**config.mk**
```make
export PLATFORM = sky130hd
export DESIGN_NAME = fifo_downsizer
export DESIGN_NICKNAME = d
export VERILOG_FILES = /design/src/rtl/fifo_pkg.sv /design/src/rtl/fifo_downsizer.sv
export SDC_FILE = /design/constraint.sdc
export NUM_CORES = 1
export LEC_CHECK = 0
export CORE_MARGIN = 2
export CORE_UTILIZATION = 27
export CTS_CLUSTER_DIAMETER = 120
export DETAILED_ROUTE_END_ITERATION = 10
export PLACE_DENSITY = 0.55
export SYNTH_ARGS = -nofsm -noshare
export SYNTH_HDL_FRONTEND = slang
export SYNTH_SLANG_ARGS = --single-unit
```
**constraint.sdc**
```tcl
create_clock -name clk -period 1.7 [get_ports clk]
set_input_delay 0.34 -clock clk [delete_from_list [all_inputs] [get_ports clk]]
set_output_delay 0.34 -clock clk [all_outputs]
set_load 0.02 [all_outputs]
```
**src/rtl/fifo_pkg.sv**
```systemverilog
// Shared helpers for the FIFO family: ceiling log2 for counter/pointer widths
// and the width-divisibility test used by the width converters.
package fifo_pkg;

  function automatic int clog2(input int n);
    int r;
    r = 0;
    for (int i = 0; i < 31; i++) begin
      if ((1 << i) < n) r = i + 1;
    end
    return r;
  endfunction

  function automatic bit divides(input int whole, input int part);
    return (part > 0) && ((whole % part) == 0);
  endfunction

endpackage

```
**src/rtl/fifo_downsizer.sv**
```systemverilog
// Splits lookahead-FIFO words into OUT_WIDTH slices; first slice one cycle after pop.
// o_ready low freezes the slice and blocks pops; the next word pops with the last slice.
module fifo_downsizer
  import fifo_pkg::*;
#(
  parameter int DATA_WIDTH = 32,
  parameter int OUT_WIDTH  = 8,
  parameter bit MSB_FIRST  = 1'b0
) (
  input  logic                  clk,
  input  logic                  rst,
  input  logic                  fifo_empty,
  input  logic [DATA_WIDTH-1:0] fifo_dout,
  output logic                  fifo_rd,
  output logic                  o_valid,
  input  logic                  o_ready,
  output logic [OUT_WIDTH-1:0]  o_data,
  output logic                  o_last
);

  localparam int RATIO = DATA_WIDTH / OUT_WIDTH;
  localparam int CW    = (clog2(RATIO) > 1) ? clog2(RATIO) : 1;
  localparam logic [CW-1:0] LAST = CW'(RATIO - 1);

  if (!divides(DATA_WIDTH, OUT_WIDTH)) begin : g_bad_width
    $fatal(1, "fifo_downsizer: OUT_WIDTH must divide DATA_WIDTH");
  end

  logic [DATA_WIDTH-1:0] buf_data;
  logic                  buf_valid;
  logic [CW-1:0]         cnt;
  logic                  accept;
  logic                  drain;
  int                    idx;

  assign accept  = o_valid & o_ready;
  assign drain   = accept & (cnt == LAST);
  // Refill from the FIFO in the same cycle the last slice leaves, so words run gap-free.
  assign fifo_rd = !rst & !fifo_empty & (!buf_valid | drain);

  always_ff @(posedge clk) begin
    if (rst) begin
      buf_data  <= '0;
      buf_valid <= 1'b0;
      cnt       <= '0;
    end else if (fifo_rd) begin
      buf_data  <= fifo_dout;
      buf_valid <= 1'b1;
      cnt       <= '0;
    end else if (drain) begin
      buf_valid <= 1'b0;
      cnt       <= '0;
    end else if (accept) begin
      cnt <= cnt + 1'b1;
    end
  end

  assign o_valid = buf_valid;
  assign o_last  = buf_valid & (cnt == LAST);

  always_comb begin
    idx    = MSB_FIRST ? (RATIO - 1 - int'(cnt)) : int'(cnt);
    o_data = buf_data[idx*OUT_WIDTH +: OUT_WIDTH];
  end

endmodule

```
==> key figures <==
Pwr
  • Sequential share of power: 0.441
  • Internal power contribution: roughly 1.6 mW
  • Switching Fraction: 0.2190
  • Final Power: between 2 and 2.5 mW
  • Power density normalized to cell area: ~830 nW/µm²
  • Share of total power in combinational logic: 0.178
  • VDD IR max: about 0.43 mV
  • Static leakage: about 1.1 nW
  • Switching pwr: approximately 0.45 mW
  • Fraction of power consumed by the clock network: 0.381

Die
  • Starting density of the core: 0.2769
  • Die outline area: approximately 7100 µm²
  • Number of top-level design ports: 47
  • Height of the die: roughly 84 µm
  • Row count: 29
  • Die extent in x: approximately 84 µm
  • Core region area: about 6300 µm²

STA
  • Setup WS post-layout: -126.0 ps
  • Final setup fails: 9
  • Hold Slack: 559.0 ps
  • Total Neg Setup Slack: -773.2 ps
  • Max Transition Viols Final: 0
  • Maximum clock rate: approximately 0.55 GHz
  • Slew at the pin closest to its max-slew limit: between 300 and 400 ps
  • Final Critical Period: 1826 ps
  • Setup skew after layout: 4.890 ps
  • Share of the cycle needed by the critical path after routing: 1.074
  • Final hold vios: 0
  • Slew Limit Headroom: 0.7493
  • RSZ-0062 raised after global routing: yes

Worst setup path
  • Critical Path Start Type: flip-flop
  • Req. time, crit path: 1360 ps
  • Peak fanout along the critical path: 8
  • Worst EP arrival: roughly 1500 ps
  • Classification of the worst setup path: reg2out
  • Cell with the largest stage delay on the worst path: mux4_2
  • Critical path's largest stage delay: 530 ps
  • Cells along the critical path: buf_12 > mux4_2 > buf_6
  • Endpoint class of the critical path: primary output

Placed design
  • Inst Count DP: approximately 250
  • Weighted congestion reported at the end of routability-driven placement: about 0.7
  • Count of input and output buffers: 46
  • Detail Placement HPWL: 2.336 mm
  • Post-placement cell area: 2267 µm²
  • Placement Setup Slack: -720.3 ps

Route
  • Number of vias after detailed routing: between 1000 and 1500
  • Detailed router's first-iteration violation count: 63
  • Iteration count of the initial detailed-routing pass: 4
  • WL final: 3.461 mm
  • DR vias/cell: between 4 and 5
  • Residual DRC: 0
  • Antenna-violating nets left: 0
  • Routed wire per std cell: between 10 and 15 µm

CTS
  • Clk sinks: 35
  • CTS root buf: clkbuf_8
  • Clock latency on the worst-skew pair: between 200 and 300 ps
  • TritonCTS clock tree: done
  • Clock transition time at the flip-flop clock pins of the worst setup and hold paths: 70 ps
  • Longest Clk Path Bufs: 2
  • Htree depth: 2
  • Hold buffers post-CTS: 0
  • Cts bufs inserted: 5

Global route
  • Via count of the first global-routing pass: 1190
  • Wire length of the first global-routing pass: 5.540 mm
  • Global Route Usage Sum: 0.1009
  • Initial antenna violation count: 0
  • Maximum number of pins on one net before global-route repair: 36
  • Overall overflow remaining after global route: 0

Finish
  • Core utilization of the finished layout: 0.3900
  • Antenna diode instance count: 0
  • Final cell area excluding filler cells: between 2000 and 2500 µm²
  • Synthesis-to-layout area growth: 40.87%
  • Final non-filler cell total: approximately 260
  • Fraction of final layout cells with drive strength greater than 1: 0.4086
  • Final #Nets: about 220

Logic synthesis
  • Cell area after technology mapping: roughly 1700 µm²
  • Top FF cell, synth: dfxtp_1
  • Async SR Flop Fraction: 0
  • Synth top area cells: dfxtp_1, mux2_4, nor2b_1, mux4_2, buf_12
  • Number of enable flip-flop cells after synthesis: 0
  • Yosys synthesis warning count: 0
  • Post-synthesis cell type count: 20
  • Synthesized instance count: approximately 130
  • Post-synthesis sequential area ratio: 0.4009
  • Cell taking the most area after synthesis: dfxtp_1
  • Nets in the synthesized netlist: roughly 170
  • Synth Register Bits: 35
  • Mean post-synth cell area: ~13 µm²
  • Top cell type's share of synthesized area: 0.4009

Hold path
  • Class of the worst hold path: in2reg

Flow run
  • Number of max-cap violations: 0

Outcome
  • Failing checks: negative setup slack
  • Result of the run: finished with violations
-- layout make-up --
cell class | instances | area, µm²
fill | 634 | 3851
multi-input combinational | 85 | 965.9
timing repair buffer | 56 | 566.8
clock inverter | 2 | 35.03
clock buffer | 6 | 82.58
sequential | 35 | 708.2
tap | 77 | 96.34
inverter | 2 | 7.507
-- Yosys cell counts (2+ instances only) --
cell and n:
inv_1 2, mux2_4 29, mux4_2 8, a21oi_1 3, clkbuf_1 4, nor2b_1 32
buf_12 3, nor3_1 2, mux2_2 3, dfxtp_1 35
-- routing by layer --
metal / up-vias / routed length (µm) / GRT usage
met4: 0 / 46 / 0.03896
met5: - / 0 / 0
met3: 6 / 209 / 0.03638
met2: 30 / 1610 / 0.1616
met1: 525 / 1595 / 0.1246
li1: 564 / - / -
-- state kept, by name, indices dropped and copies added, names as in the netlist --
register	flops
cnt	2
buf_data	32
o_valid	1
-- cells by family after synthesis --
group,after synthesis,share of synthesized area
muxes,41,0.3772
and+or+nand+nor,39,0.1389
DFF,35,0.4009
buffers and inverters,11,0.05655
AOI/OAI and AO/OA,4,0.01933
adders and majority gates,1,0.007157
-- power by group through the flow --
| stage | registers, mW | logic, mW | clock network (mW) |
|---|---|---|---|
| floorplan | 0.914 | 0.218 | 0 |
| finish | 0.900 | 0.364 | 0.776 |
| global placement | 0.919 | 0.353 | 0 |
| global route | 0.906 | 0.388 | 0.837 |
| detailed placement | 0.918 | 0.354 | 0 |
| CTS | 0.902 | 0.366 | 0.798 |
-- critical path: cells and delay by family, from the launching register on --
family	cells	cell delay (ps)
buf+inv	2	290
mux	1	530
flops	1	370
-- worst paths after layout --
check                           slack [ps]                   endpoint                 start  depth (start not counted)
worst min register to register         590       o_valid$_SDFFE_PP0P_  o_valid$_SDFFE_PP0P_                          3
worst max register to register          80  buf_data[10]$_SDFFE_PP0P_   cnt[1]$_SDFFE_PP0P_                          5
worst min-delay path                   560       o_valid$_SDFFE_PP0P_               o_ready                          4
worst max-delay path                  -130                  o_data[4]   cnt[1]$_SDFFE_PP0P_                          3
-- layout by cell type, fill, tap and decap left out, drive strengths merged --
cell type and instances:
or3 1, nand2 1, ha 1, clkinv 1, bufinv 1, mux2 32
mux2i 1, clkbuf 6, and4b 1, inv 2, a21oi 3, a21boi 1
nor2b 32, nor2 1, mux4 8, dlygate4sd2 1, buf 20, dlymetal6s2s 1
dfxtp 35, nor3 2, and2 1, clkdlybuf4s50 34
-- what timing repair did --
action,4_1_cts,5_1_grt
setup buffers,3,0
setup endpoints to repair,42,42
gates resized for setup,67,8
pin swaps,1,1
Note: power is estimated with default switching activity, not from simulation.
